--- src/rtl/mem_arbiter.sv ---
// mem_arbiter: two-port arbiter in front of a single byte-addressed memory.
//   Port 0 is instruction fetch, port 1 is load/store. One transaction runs
//   at a time through IDLE -> ACCESS -> RESP, so at most one transaction
//   completes every three cycles.
//
// Configuration macro:
//   MEM_ARBITER_RR_EN  defined   : simultaneous requests are granted round-robin
//                      undefined : simultaneous requests go to port 1 (fixed priority)
//
// Ports:
//   clk, reset_n       clock, asynchronous active-low reset
//   req_valid_i[1:0]   per-port request valid
//   req_ready_o[1:0]   per-port grant (IDLE only, combinational from req_valid_i)
//   req_we_i[1:0]      per-port write enable
//   req_addr_i         per-port byte address, port n at [n*AWIDTH +: AWIDTH]
//   req_wdata_i        per-port write data,   port n at [n*DWIDTH +: DWIDTH]
//   rsp_valid_o[1:0]   one-cycle response pulse to the accepted port
//   rsp_err_o          out-of-range flag, valid with rsp_valid_o
//   rsp_rdata_o        read data, valid with rsp_valid_o
//   mem_en_o, mem_wen_o, mem_addr_o, mem_wdata_o   memory access strobes
//   mem_rdata_i        combinational read data from the memory
module mem_arbiter #(
  parameter int unsigned  MEMSIZE   = 'h400,
  parameter int unsigned  DWIDTH    = 32,
  localparam int unsigned BYTESPERW = DWIDTH / 8,
  localparam int unsigned AWIDTH    = $clog2(MEMSIZE)
) (
  input  logic                  clk,
  input  logic                  reset_n,
  input  logic [1:0]            req_valid_i,
  output logic [1:0]            req_ready_o,
  input  logic [1:0]            req_we_i,
  input  logic [2*AWIDTH-1:0]   req_addr_i,
  input  logic [2*DWIDTH-1:0]   req_wdata_i,
  output logic [1:0]            rsp_valid_o,
  output logic                  rsp_err_o,
  output logic [DWIDTH-1:0]     rsp_rdata_o,
  output logic                  mem_en_o,
  output logic                  mem_wen_o,
  output logic [AWIDTH-1:0]     mem_addr_o,
  output logic [DWIDTH-1:0]     mem_wdata_o,
  input  logic [DWIDTH-1:0]     mem_rdata_i
);

  typedef enum logic [1:0] {
    IDLE   = 2'd0,
    ACCESS = 2'd1,
    RESP   = 2'd2
  } state_e;

  state_e              state_q, state_d;
  logic                port_q, port_d;
  logic                we_q, we_d;
  logic [AWIDTH-1:0]   addr_q, addr_d;
  logic [DWIDTH-1:0]   wdata_q, wdata_d;
  logic                last_grant_q, last_grant_d;
  logic [DWIDTH-1:0]   rdata_q, rdata_d;
  logic                err_q, err_d;

  logic [1:0]          grant_c;
  logic                both_pick_c;
  logic                accept_c;
  logic                grant_id_c;
  logic [31:0]         last_byte_c;
  logic                oor_c;

  // Winner when both ports request in the same IDLE cycle (1 = port 1).
`ifdef MEM_ARBITER_RR_EN
  assign both_pick_c = ~last_grant_q;
`else
  logic unused_last_grant;
  assign both_pick_c       = 1'b1;
  assign unused_last_grant = last_grant_q;
`endif

  // Grant: only in IDLE, only out of reset, only to a requesting port.
  always_comb begin
    grant_c = 2'b00;
    if (reset_n && (state_q == IDLE)) begin
      case (req_valid_i)
        2'b01:   grant_c = 2'b01;
        2'b10:   grant_c = 2'b10;
        2'b11:   grant_c = both_pick_c ? 2'b10 : 2'b01;
        default: grant_c = 2'b00;
      endcase
    end
  end

  assign accept_c   = |grant_c;
  assign grant_id_c = grant_c[1];

  // Last byte touched by the latched access; beyond the memory means error.
  assign last_byte_c = 32'(addr_q) + 32'(BYTESPERW - 1);
  assign oor_c       = (last_byte_c > 32'(MEMSIZE - 1));

  // State register and transaction latches.
  always_ff @(posedge clk or negedge reset_n) begin
    if (!reset_n) begin
      state_q      <= IDLE;
      port_q       <= 1'b0;
      we_q         <= 1'b0;
      addr_q       <= '0;
      wdata_q      <= '0;
      last_grant_q <= 1'b1;
      rdata_q      <= '0;
      err_q        <= 1'b0;
    end else begin
      state_q      <= state_d;
      port_q       <= port_d;
      we_q         <= we_d;
      addr_q       <= addr_d;
      wdata_q      <= wdata_d;
      last_grant_q <= last_grant_d;
      rdata_q      <= rdata_d;
      err_q        <= err_d;
    end
  end

  // Next-state and latch updates.
  always_comb begin
    state_d      = state_q;
    port_d       = port_q;
    we_d         = we_q;
    addr_d       = addr_q;
    wdata_d      = wdata_q;
    last_grant_d = last_grant_q;
    rdata_d      = rdata_q;
    err_d        = err_q;
    case (state_q)
      IDLE: begin
        if (accept_c) begin
          state_d      = ACCESS;
          port_d       = grant_id_c;
          last_grant_d = grant_id_c;
          we_d         = grant_id_c ? req_we_i[1] : req_we_i[0];
          addr_d       = grant_id_c ? req_addr_i[AWIDTH +: AWIDTH]
                                    : req_addr_i[0 +: AWIDTH];
          wdata_d      = grant_id_c ? req_wdata_i[DWIDTH +: DWIDTH]
                                    : req_wdata_i[0 +: DWIDTH];
        end
      end
      ACCESS: begin
        state_d = RESP;
        err_d   = oor_c;
        rdata_d = (oor_c || we_q) ? '0 : mem_rdata_i;
      end
      RESP:    state_d = IDLE;
      default: state_d = IDLE;
    endcase
  end

  assign req_ready_o = grant_c;
  assign rsp_valid_o = (state_q == RESP) ? (port_q ? 2'b10 : 2'b01) : 2'b00;
  assign rsp_err_o   = err_q;
  assign rsp_rdata_o = rdata_q;

  // Memory strobes live only in ACCESS; an out-of-range access never enables.
  assign mem_en_o    = (state_q == ACCESS) && !oor_c;
  assign mem_wen_o   = (state_q == ACCESS) && !oor_c && we_q;
  assign mem_addr_o  = (state_q == ACCESS) ? addr_q  : '0;
  assign mem_wdata_o = (state_q == ACCESS) ? wdata_q : '0;

endmodule

--- config.mk ---
export PLATFORM = sky130hd
export DESIGN_NAME = mem_arbiter
export DESIGN_NICKNAME = d
export VERILOG_FILES = /design/src/rtl/mem_arbiter.sv
export SDC_FILE = /design/constraint.sdc
export NUM_CORES = 1
export LEC_CHECK = 0
export ABC_CLOCK_PERIOD_IN_PS = 3200
export CORE_AREA = 2 2 97 99
export CTS_BUF_LIST = sky130_fd_sc_hd__clkbuf_8
export DETAILED_ROUTE_END_ITERATION = 7
export DIE_AREA = 0 0 99 101
export GPL_ROUTABILITY_DRIVEN = 1
export PLACE_DENSITY = 0.93
export SLEW_MARGIN = 20
export SYNTH_ARGS = -nofsm -noshare
export SYNTH_HDL_FRONTEND = slang
export SYNTH_SLANG_ARGS = --single-unit
--- constraint.sdc ---
create_clock -name clk -period 3.2 [get_ports clk]
set_clock_uncertainty 0.15 [all_clocks]
set_input_delay 0.64 -clock clk [delete_from_list [all_inputs] [get_ports clk]]
set_output_delay 0.64 -clock clk [all_outputs]
set_load 0.02 [all_outputs]
# After elaboration in Yosys (flattened, before gate mapping)
# Index checks and enable logic that the tools add are counted.
# classes
add_sub_neg	1
multipliers	0
n_div	0
order_cmp	1
eq_ne	6
shift	0
n_mux	12
n_bitwise	0
n_reduce_logical	9
# ops
operator	n
two-way mux 32 bit	3
two-way mux 10 bit	2
adder 10 x 2 -> 11 bit (second input constant)	1
> comparator 11 x 10 -> 1 bit (second input constant)	1
two-way mux 2 bit	4
case mux 2 bit (2 select lines)	2
== test 2 bit (second input constant)	3
== test 2 x 1 -> 1 bit (second input constant)	2
OR reduction 2 bit	2
logical AND 1 bit	3
logical NOT 2 bit	1
inequality test 2 bit (second input constant)	1
AND reduction 2 bit	1
logical NOT 1 bit	1
logical OR 1 bit	1
two-way mux 1 bit	1
# word_totals
ff_bits	79
latchBits	0
ram_bits	0
rom_bits	0
inputBits	122
output_inout_bits	81
word_cells	36
n_memories	0

# Longest topological paths before layout
# Gate-level depths: netlist of the first run.
# logic_depth
ltp_word	7
mapped_depth	7
ltp_nobuf	6

# Worst setup path after synthesis of the first run
# Ideal clock, no wire load.
# synth_timing
path_type	reg2out
startpoint	reg addr_q[1]
endpoint	out mem_wen_o
arrival_time_ps	1731
required_time_ps	2410
slack_ps	679
stages_incl_launch_ff	8
n_path_buf	1
cell_sequence	dfrtp_1 inv_1 ha_1 inv_1 o21ai_1 a2111oi_4 buf_2 nor3b_1
# synth_via
elab_chain_cells	5
# synth_rtl
element	line_no	source
start: declaration	54	logic [AWIDTH-1:0] addr_q, addr_d;
start signal: assignment	111	addr_q <= addr_d;
adder 10 x 2 -> 11 bit	93	assign last_byte_c = 32'(addr_q) + 32'(BYTESPERW - 1);
> comparator 11 x 10 -> 1 bit	94	assign oor_c = (last_byte_c > 32'(MEMSIZE - 1));
logical NOT 1 bit	159	assign mem_wen_o = (state_q == ACCESS) && !oor_c && we_q;
logical AND 1 bit (2 in a row)	159	
end: declaration	39	output logic mem_wen_o,
# Every way passes these cells.

# Worst setup path in the final report of the first run
# layout_timing
startpoint	reg state_q[1]
endpoint	out mem_wdata_o[11]
# layout_via
elab_chain_cells	2
# layout_rtl
element	line_no	source
start: declaration	51	state_e state_q, state_d;
start signal: assignment	108	state_q <= state_d;
== test 2 x 1 -> 1 bit	161	assign mem_wdata_o = (state_q == ACCESS) ? wdata_q : '0;
two-way mux 32 bit	161	
end: declaration	41	output logic [DWIDTH-1:0] mem_wdata_o,
# Every way passes these cells.

==> results of run 1 <==
-- area by class of cell --
cell class                 instances  area share [%]
inverter                           5           0.305
multi-input combinational        291            27.3
sequential                        79            32.1
clock buffer                      10            2.24
clock inverter                     6           0.996
tap                              111            2.26
timing repair buffer             215            34.8
-- layer usage --
| layer | wire length [µm] | GRT usage (%) | part of all wire (%) |
|---|---|---|---|
| met2 | 5790 | 40.1 | 49 |
| met3 | 914 | 5.55 | 7.8 |
| met1 | 4720 | 28.9 | 40 |
| met4 | 273 | 9.17 | 2.3 |
| met5 | 0 | 0 | 0 |
-- worst max-delay path, delay by kind of cell (launching register included) --
| kind | cells | cell delay (ps) |
|---|---|---|
| DFF | 1 | 410 |
| and+or+nand+nor | 2 | 400 |
| buffers and inverters | 2 | 1080 |
-- sequential cells by signal, summed over array words and instances, names as in the netlist --
| name | flops |
|---|---|
| rsp_err_o | 1 |
| wdata_q | 32 |
| state_q | 2 |
| addr_q | 10 |
| we_q | 1 |
| port_q | 1 |
| rsp_rdata_o | 32 |
-- Yosys cell counts --
cell type,count
nor2_1,5
o21ai_0,44
inv_2,1
o21ai_1,31
dfrtp_1,79
nand3b_1,32
a22oi_1,43
inv_1,4
ha_1,2
nor2b_1,3
nor3b_1,3
o22ai_1,2
buf_2,7
a21oi_1,1
nand4_1,1
nand4b_1,1
a2111oi_4,1
mux2_1,1
and2_1,41
nand2_1,75
nor3_1,1
and3b_1,1
nand2b_1,1
clkbuf_1,28
a21o_1,1
a31oi_1,1
buf_1,1
-- cells in the final DEF (no fill, tap or decap), types with 2 or more instances in the layout --
master	Yosys	final
a22oi_1	43	43
and2_1	41	41
buf_12	0	2
buf_4	0	10
buf_6	0	2
clkbuf_8	0	10
clkdlybuf4s50_1	0	198
clkinvlp_4	0	3
dfrtp_1	79	79
dlygate4sd2_1	0	2
ha_1	2	2
inv_1	4	5
nand2_1	75	75
nand3b_1	32	32
nor2_1	5	5
nor2b_1	3	2
nor3b_1	3	3
o21ai_0	44	44
o21ai_1	31	30
o22ai_1	2	2
-- cell families after synthesis --
logic type	count (synthesis)	share of synthesized area (%)
AND/OR/NAND/NOR	164	22.9
AO/OA/AOI/OAI	124	19.9
flip-flops	79	51.9
buffers and inverters	41	4.27
adder cells (fa/ha/maj)	2	0.657
multiplexers	1	0.296
-- what timing repair did --
item                                    CTS  global route
endpoints found under the setup margin    2             0
gates resized for setup                   3             0
hold buffers                              0             0
-- worst paths after layout --
kind                             from         endpoint  slack (ps)  cells after the start
max                        state_q[1]  mem_wdata_o[11]         180                      4
min                           reset_n        addr_q[3]         290                      2
max reg2reg                 addr_q[0]  rsp_rdata_o[22]        1050                      7
min reg2reg                wdata_q[6]       wdata_q[6]         320                      2
max in group asynchronous     reset_n       state_q[1]        2140                      2
min in group clk           wdata_q[6]       wdata_q[6]         320                      2
-- metrics by stage --
| step | util (%) | total power, W | cell area, µm² | instances |
|---|---|---|---|---|
| final | 68.6 | 0.00336 | 6160 | 717 |
| after global routing | 68.6 | 0.00356 | 6160 | 717 |
| after CTS | 68.5 | 0.00339 | 6150 | 717 |
| after detailed placement | 66.3 | 0.00265 | 5950 | 701 |
| after global placement | 66.3 | 0.00259 | 5950 | 701 |
| after floorplan | - | 0.00198 | 3810 | 411 |
-- power by group --
group          leakage, nW  internal [W]  total (W)  switching, W
registers            0.995       0.00125    0.00139      0.000143
logic                 1.46      0.000616    0.00123      0.000616
clock network       0.0957      0.000378   0.000736      0.000359
==> results.py, run 1 <==
metrics = {
    "sta": {
        "period_needed_ps": 3020,
        "fin_hold_ws_ps": 289,
        "timing.final.crit_share_pct": 94.4,
        "tns_ps": 0,
        "rsz0062_at_grt": "false",
        "drv_slew": 0,
        "setup_viol": 0,
        "tightestPinTransition_ps": 707,
        "hold_viol": 0,
        "setup_slack_ps": 178,
        "max-slew-margin-rel_pct": 52.9,
        "fmax_mhz": 331,
    },
    "logic_synthesis": {
        "syn_inst": 411,
        "synth_warnings": 0,
        "avgSynthCellArea_um2": 9.26,
        "ys_types": 27,
        "ys_ff_latch": 79,
        "synth_top_area_share_pct": 51.9,
        "syn-cell-area_um2": 3810,
        "synth.yosys.seq_area_share_pct": 51.9,
        "syn_nets": 535,
        "synthTopCellsByArea": "dfrtp_1, a22oi_1, nand2_1, and2_1, nand3b_1",
        "yosysTopAreaCell": "dfrtp_1",
    },
    "setup_path": {
        "start_kind": "flop",
        "worst-path-max-fanout": 43,
        "slowest_stage": "clkdlybuf4s50_1",
        "worstSetupPathType": "reg -> out",
        "crit_path_end_kind": "output port",
        "path_cells": "nand2b_1 > inv_2 > and2_1 > clkdlybuf4s50_1",
        "cp_data_required_time_ps": 2410,
        "cp.arrival_ps": 2230,
        "max_stage_delay_ps": 640,
    },
    "routing": {
        "antenna_left": 0,
        "via_per_inst": 5.31,
        "drc_errors": 0,
        "vias": 3809,
        "wl_um": 11700,
        "wire_per_inst_um": 16.3,
        "first_pass_iters": 4,
        "first_iter_violations": 110,
    },
    "cts": {
        "root_buffer": "clkbuf_8",
        "numCtsBuffers": 9,
        "cts_tree": "done",
        "clk_path_buf_depth": 2,
        "cts.sinks": 79,
        "postCtsSetupBuffers": 0,
        "cts.clk_slew.worst_paths_ps": 80,
        "htreeDepth": 3,
        "clkLatencyLatePin_ps": 340,
    },
    "global_route": {
        "grt_max_degree": 81,
        "grt_use_total_pct": 23.5,
        "antenna_found_initial": 0,
        "grt-ovfl-total": 0,
        "grt_pass1_vias": 3916,
        "grt_pass1_wl_um": 18800,
    },
    "place": {
        "numPortBuffers": 202,
        "dp_slack_ps": 286,
        "gp_congestion": 0.806,
        "dp_hpwl_um": 8560,
    },
    "final_layout": {
        "ff_latch_area_um2": 1980,
        "nNetsFinal": 725,
        "area_growth_pct": 61.7,
        "diodes": 0,
        "multi_input_area_um2": 1680,
        "drive_above_1_share_pct": 5.61,
        "n_fill_cell": 671,
    },
    "flow_run": {
        "cap_violations": 0,
    },
    "floorplan": {
        "ios": 203,
        "die-area_um2": 10000,
        "core_area_um2": 8980,
        "die_h_um": 101,
        "rows": 35,
        "start_util_pct": 42.4,
        "die_w_um": 99,
    },
    "worst_hold_path": {
        "hold_class": "in -> async",
    },
    "run_status": {
        "outcome": "completed",
    },
    "power_and_ir_drop": {
        "p_leak_nw": 2.55,
        "vdd.ir_drop.worst_uv": 238,
        "powerDensity_nw_per_um2": 546,
    },
}
Note: power is estimated with default switching activity, not from simulation.
==> inputs of run 2 (changes only) <==
--- a/config.mk
+++ b/config.mk
@@ -12,6 +12,7 @@
 export DIE_AREA = 0 0 99 101
 export GPL_ROUTABILITY_DRIVEN = 1
 export PLACE_DENSITY = 0.93
+export REMOVE_ABC_BUFFERS = 1
 export SLEW_MARGIN = 20
 export SYNTH_ARGS = -nofsm -noshare
 export SYNTH_HDL_FRONTEND = slang
==> run 2 against run 1 <==
  * Critical path depth increased by 3
  * Global-route usage decreased by 1.0 points
  * Critical path type unchanged
  * Non-clock buffer count unchanged
  * Hold slack improved by 7.2 ps
  * Critical endpoint is now mem_en_o
  * Highest routed layer unchanged
  * Wire length decreased by 3.1%
  * Combinational power about the same
  * Die area unchanged
  * Register-to-register slack got worse by 110 ps
==> results.py, run 2 (same netlist as run 1, synthesis figures left out) <==
metrics = {
    "global_route": {
        "grt-ovfl-total": 0,
        "grt_use_total_pct": 22.4,
        "grt_pass1_vias": 3755,
        "antenna_found_initial": 0,
        "grt_pass1_wl_um": 18100,
        "grt_max_degree": 81,
    },
    "final_layout": {
        "fin_area_um2": 6220,
        "mostFrequentLayoutCells": "clkdlybuf4s50_1, dfrtp_1, nand2_1",
        "utilization_pct": 69.3,
        "ff_latch_area_um2": 1980,
        "drive_above_1_share_pct": 5.61,
        "layout.cells.non_filler": 717,
        "final_common_cell": "clkdlybuf4s50_1",
        "n_fill_cell": 679,
        "nNetsFinal": 725,
        "area_growth_pct": 63.5,
        "diodes": 0,
        "multi_input_area_um2": 1670,
    },
    "place": {
        "place_area_um2": 5930,
        "numPortBuffers": 202,
        "gp_congestion": 0.796,
        "dp_hpwl_um": 8300,
        "place_inst": 700,
    },
    "routing": {
        "first_iter_violations": 132,
        "drc_errors": 0,
        "antenna_left": 0,
        "vias": 3776,
        "wl_um": 11300,
        "wire_per_inst_um": 15.8,
        "via_per_inst": 5.27,
        "first_pass_iters": 6,
    },
    "setup_path": {
        "worst-path-max-fanout": 4,
        "startpoint": "addr_q[1]",
        "cp.arrival_ps": 2270,
        "reg2reg_from": "addr_q[1]",
        "crit_path_end_kind": "output port",
        "reg2reg_slack_ps": 940,
        "worstSetupPathType": "reg -> out",
        "crit_end": "mem_en_o",
        "cp_data_required_time_ps": 2410,
        "timing.rr.end": "rsp_rdata_o[21]",
        "reg2reg_depth": 8,
        "start_kind": "flop",
    },
    "sta": {
        "fmax_mhz": 326,
        "tns_ps": 0,
        "period_needed_ps": 3060,
        "max-slew-margin-rel_pct": 53.5,
        "tightestPinTransition_ps": 698,
        "timing.final.crit_share_pct": 95.7,
        "hold_viol": 0,
        "rsz0062_at_grt": "false",
        "drv_slew": 0,
        "setup_viol": 0,
    },
    "cts": {
        "clkLatencyLatePin_ps": 330,
        "hold_buffers": 0,
        "root_buffer": "clkbuf_8",
        "numCtsBuffers": 9,
        "cts.clk_slew.worst_paths_ps": 80,
        "cts_tree": "done",
        "cts.sinks": 79,
        "htreeDepth": 3,
        "clk_path_buf_depth": 2,
    },
    "power_and_ir_drop": {
        "total_power_w": 0.00361,
        "vdd.ir_drop.worst_uv": 325,
        "powerDensity_nw_per_um2": 580,
        "p_leak_nw": 2.59,
    },
    "floorplan": {
        "rows": 35,
        "ios": 203,
        "core_area_um2": 8980,
        "die_h_um": 101,
        "die_w_um": 99,
        "start_util_pct": 42.4,
        "die-area_um2": 10000,
    },
    "run_status": {
        "outcome": "completed",
    },
    "worst_hold_path": {
        "hold_class": "in -> async",
    },
    "flow_run": {
        "cap_violations": 0,
    },
}
run 2: layer usage:
layer	track usage, %	share of wire [%]	wire (µm)
met2	39.5	51	5780
met5	0	0	0
met3	5.76	8.2	934
met1	27.7	40	4510
met4	5.48	1.0	114
run 2: repair_timing:
| item | 4_1_cts | 5_1_grt |
|---|---|---|
| pin swaps | 1 | 0 |
| setup endpoints to repair | 2 | 1 |
| setup buffers | 1 | 0 |
| gates resized for setup | 0 | 1 |
run 2: per-stage QoR:
step / setup slack (ps) / hold slack [ps]
2_1_floorplan: 235 / 194
5_1_grt: 12.2 / 359
3_3_place_gp: 423 / 304
3_5_place_dp: 338 / 312
4_1_cts: 87.3 / 329
6_report: 136 / 297
run 2: report_power, final:
part	switching [W]	internal, W	leakage (nW)
clock	0.000353	0.000640	0.136
combinational	0.000607	0.000613	1.46
sequential	0.000146	0.00125	0.995
total	0.00111	0.00250	2.59
run 2: final cells by class:
cell class                 count  area share (%)
clock buffer                  11            2.43
clock inverter                 5            2.05
inverter                       5           0.302
multi-input combinational    291            26.9
sequential                    79            31.8
tap                          111            2.23
timing repair buffer         215            34.3
run 2: critical path, stage by stage (launching register included):
cell and delay [ps]:
dfrtp_1 390, inv_1 100, ha_1 210, inv_1 80, o21ai_1 110, a2111oi_4 430
nor2_1 70, clkdlybuf4s50_1 550
run 2: how the worst min path moves through the flow:
stage	startpoint	to	slack, ps	cells after the start
floorplan	reset_n	addr_q[0]	190	0
global placement	wdata_q[7]	wdata_q[7]	300	2
detailed placement	wdata_q[13]	wdata_q[13]	310	2
CTS	wdata_q[13]	wdata_q[13]	330	2
global route	wdata_q[8]	wdata_q[8]	360	2
finish	reset_n	rsp_rdata_o[15]	300	2
==> inputs of run 3 (changes only) <==
--- a/config.mk
+++ b/config.mk
@@ -12,7 +12,7 @@
 export DIE_AREA = 0 0 99 101
 export GPL_ROUTABILITY_DRIVEN = 1
 export PLACE_DENSITY = 0.93
-export REMOVE_ABC_BUFFERS = 1
+export SETUP_SLACK_MARGIN = 0.2
 export SLEW_MARGIN = 20
 export SYNTH_ARGS = -nofsm -noshare
 export SYNTH_HDL_FRONTEND = slang
==> run 3 against run 2 <==
  * Core utilization decreased by 0.71 points
  * Via count up 0.69%
  * Count of clock-buffer cells in the layout fell by 1
  * First-iteration DRC count down 17%
  * Hold slack worse by 7.0 ps
  * Combinational power about the same
  * Total power down 6.8%
  * Critical path depth shrank 3
  * Global-route usage grew 1.1 points
  * Critical endpoint is now mem_wdata_o[11]
==> results.py, run 3 (same netlist as run 1, synthesis figures left out) <==
metrics = {
    "worst_hold_path": {
        "hold_class": "in -> async",
    },
    "place": {
        "gp_congestion": 0.806,
        "dp_hpwl_um": 8560,
        "place_area_um2": 5950,
        "numPortBuffers": 202,
        "place_inst": 701,
    },
    "sta": {
        "rsz0062_at_grt": "false",
        "timing.final.crit_share_pct": 89.8,
        "fmax_mhz": 348,
        "tightestPinTransition_ps": 709,
        "drv_slew": 0,
        "hold_viol": 0,
        "setup_viol": 0,
        "tns_ps": 0,
        "period_needed_ps": 2870,
        "max-slew-margin-rel_pct": 52.7,
    },
    "floorplan": {
        "start_util_pct": 42.4,
        "rows": 35,
        "die-area_um2": 10000,
        "core_area_um2": 8980,
        "ios": 203,
        "die_h_um": 101,
        "die_w_um": 99,
    },
    "final_layout": {
        "n_fill_cell": 671,
        "nNetsFinal": 726,
        "final_common_cell": "clkdlybuf4s50_1",
        "diodes": 0,
        "mostFrequentLayoutCells": "clkdlybuf4s50_1, dfrtp_1, nand2_1",
        "layout.cells.non_filler": 718,
        "fin_area_um2": 6160,
        "area_growth_pct": 61.8,
        "drive_above_1_share_pct": 6.10,
    },
    "power_and_ir_drop": {
        "powerDensity_nw_per_um2": 546,
        "total_power_w": 0.00336,
        "p_leak_nw": 2.55,
        "vdd.ir_drop.worst_uv": 238,
    },
    "global_route": {
        "grt-ovfl-total": 0,
        "grt_pass1_wl_um": 18900,
        "grt_use_total_pct": 23.5,
        "grt_pass1_vias": 3917,
        "grt_max_degree": 81,
        "antenna_found_initial": 0,
    },
    "cts": {
        "clkLatencyLatePin_ps": 340,
        "numCtsBuffers": 9,
        "cts_tree": "done",
        "clk_path_buf_depth": 2,
        "root_buffer": "clkbuf_8",
        "htreeDepth": 3,
        "cts.clk_slew.worst_paths_ps": 80,
        "cts.sinks": 79,
    },
    "setup_path": {
        "slowest_stage": "clkdlybuf4s50_1",
        "max_stage_delay_ps": 640,
        "worstSetupPathType": "reg -> out",
        "cp_data_required_time_ps": 2410,
        "crit_path_end_kind": "output port",
        "path_cells": "nand2b_1 > inv_4 > and2_1 > clkdlybuf4s50_1",
        "cp.arrival_ps": 2080,
        "worst-path-max-fanout": 43,
        "start_kind": "flop",
    },
    "routing": {
        "first_pass_iters": 4,
        "wire_per_inst_um": 16.4,
        "drc_errors": 0,
        "vias": 3802,
        "first_iter_violations": 109,
        "antenna_left": 0,
        "via_per_inst": 5.30,
        "wl_um": 11800,
    },
    "run_status": {
        "outcome": "completed",
    },
    "flow_run": {
        "cap_violations": 0,
    },
}
[run 3: cell count changes in the layout (fill, tap and decap cells not counted), moves of 2 or more]
cell	change
bufinv_16	-3
clkbuf_2	+2
clkdlybuf4s50_1	-2
clkinvlp_4	+2
[run 3: repair_timing]
action | in CTS | in global routing
cloned | 0 | 0
resized for setup | 4 | 5
setup endpoints to repair | 39 | 2
hold buffers | 0 | 0
setup buffers | 1 | 0
[run 3: worst max-delay path: cells and delay by family (launching register included)]
kind	cells	cell delay (ps)
buffers and inverters	2	930
DFF	1	410
and+or+nand+nor	2	390
[run 3: area by class of cell]
type / count / area [µm²] / share of cell area (%)
repair buffers: 216 / 2140 / 34.8
flip-flops and latches: 79 / 1980 / 32.1
multi-input cells: 291 / 1680 / 27.3
well taps: 111 / 139 / 2.26
clock buffers: 10 / 138 / 2.23
clock inverters: 6 / 61.3 / 0.996
inverters: 5 / 21.3 / 0.345
[run 3: worst paths after layout]
path,startpoint,to,slack (ps),depth (start not counted)
setup / recovery,state_q[1],mem_wdata_o[11],330,4
hold / removal,reset_n,addr_q[3],290,2
setup reg to reg,addr_q[0],rsp_rdata_o[22],920,8
hold reg to reg,wdata_q[6],wdata_q[6],320,2
max in group asynchronous,reset_n,rsp_rdata_o[11],2130,2
min in group clk,wdata_q[6],wdata_q[6],320,2
[run 3: power by group]
group | total, W | leakage [nW] | switching [W] | internal (W)
logic | 0.00123 | 1.46 | 0.000618 | 0.000616
clock network | 0.000737 | 0.0957 | 0.000359 | 0.000378
registers | 0.00139 | 0.995 | 0.000143 | 0.00125
total | 0.00336 | 2.55 | 0.00112 | 0.00224
[run 3: routing by layer]
metal / up-vias / track usage, % / routed length (µm)
met4: 0 / 9.17 / 273
met3: 22 / 5.55 / 859
met5: - / 0 / 0
li1: 1806 / - / -
met2: 167 / 40.2 / 5810
met1: 1807 / 29.0 / 4810
[run 3: stage by stage]
step / setup WS [ps] / utilization (%) / hold slack (ps)
2_1_floorplan: 679 / - / 194
3_3_place_gp: 326 / 66.3 / 303
3_5_place_dp: 286 / 66.3 / 312
4_1_cts: 246 / 68.6 / 329
5_1_grt: 213 / 68.6 / 349
6_report: 328 / 68.6 / 290
==> RTL edit, RTL diff (flow settings as in run 3) <==
Reset style: synchronous (`reset_n`), changed in one clocked block. Comments in the files are not updated.
--- a/src/rtl/mem_arbiter.sv
+++ b/src/rtl/mem_arbiter.sv
@@ -96,3 +96,3 @@
   // State register and transaction latches.
-  always_ff @(posedge clk or negedge reset_n) begin
+  always_ff @(posedge clk) begin
     if (!reset_n) begin
Formal check against the unedited RTL: differs if reset_n is asserted again (counterexample within 4 cycles, from zero or initial values and one cycle with reset_n low); with reset_n held inactive, the same outputs for 10 cycles.
==> RTL edit against run 3 <==
Fmax is 0.71% lower; area after synthesis is 8.8% lower; worst setup slack worse by 0.021 ns; total power is 24% lower; highest routed layer unchanged; synthesized cell count is 3.6% lower; sequential share of layout area is 4.7 points lower; sequential cell count stayed put; final area is 6.1% lower; combinational power is 48% lower; routed wire length is 9.8% lower.
==> RTL edit: results (changes against run 3) <==
R2R Path End=rsp_rdata_o[21]$_SDFFE_PN0N_; Setup crit end=mem_addr_o[2]; Routed wire per std cell=15.1 µm (-7.6%); internal power=1850 µW (-17%); Setup Buffers After CTS=0 (-1); worst-skew pair later-pin latency=0.34 ns (about the same); Reg2Reg Depth=7 (-1); first-pass GRT wire length=16.6 mm (-12%); pre-CTS setup slack=0.115 ns (-0.171 ns); Post-Place Cells=686 (-2.1%); global placer's final weighted congestion=0.792 (-1.7%); placed cell area=5570 µm² (-6.5%); worst-path fanout max=29 (-33%); # resized after CTS=6 (+2); nets=710 (-2.2%); synth unique cells=36 (+33%); CP max stage delay=0.63 ns; launching point of the worst reg2reg path=addr_q[0]$_SDFFE_PN0P_; Async SR Flop Fraction=0 (-1.00); Fin Hold WS=0.316 ns (+0.0264 ns); Logic power comb=635 µW (-48%); Post-synth top flop=dfxtp_1; worst min path class=flip-flop to flip-flop; WHS Path Cells=2; largest net degree at the start of global routing=89 (+9.9%); post-synthesis sequential area ratio=0.455 (-0.0639); Reg power frac=0.443 (+0.029); Critical Path AT=2.10 ns (+0.02 ns); Max-slew headroom=0.430 (-0.0972); fmax=0.346 GHz (-0.71%); Tot GR Track Use=0.204 (-0.0313); Static Leak=0.00219 µW (-14%); WL final=10.6 mm (-9.8%); Iter 0 DRT Violations=146 (+34%); vias per cell=5.15 (-2.7%); Syn Nets=520 (-2.8%); Peak VDD IR=0.000254 V (+6.7%); combinational power share=0.248 (-0.119); HPWL after DPL=7.60 mm (-11%); Synth top cells by count=nand2_1, dfxtp_1, nor2_1; status=finished, final reports clean; Synth Instances=396 (-3.6%); start point of the critical path=state_q[0]$_SDFFE_PN0P_; vias in the first global route=3481 (-11%); R2R Setup Slk=1.08 ns (+0.16 ns); layout cells sized above 1=0.112 (+0.0509)
==> RTL edit: layer usage <==
layer | vias up | track usage | share of wire
li1 | 1761 | - | -
met1 | 1669 | 0.247 | 0.42
met3 | 16 | 0.0576 | 0.089
met5 | - | 0 | 0
met4 | 0 | 0.0727 | 0.016
met2 | 166 | 0.347 | 0.48
==> RTL edit: area by class of cell <==
| class | instances | area, µm² |
|---|---|---|
| fill | 741 | 3200 |
| timing repair buffer | 212 | 2100 |
| multi-input combinational | 280 | 1730 |
| sequential | 79 | 1580 |
| tap | 111 | 139 |
| clock buffer | 9 | 124 |
| clock inverter | 6 | 86.3 |
| inverter | 4 | 15.0 |
==> RTL edit: logic make-up after synthesis <==
group / count (synthesis) / share of synthesized area
flops: 79 / 0.455
buf+inv: 37 / 0.0512
fa+ha+maj: 2 / 0.00721
compound gates: 83 / 0.228
simple gates: 195 / 0.258
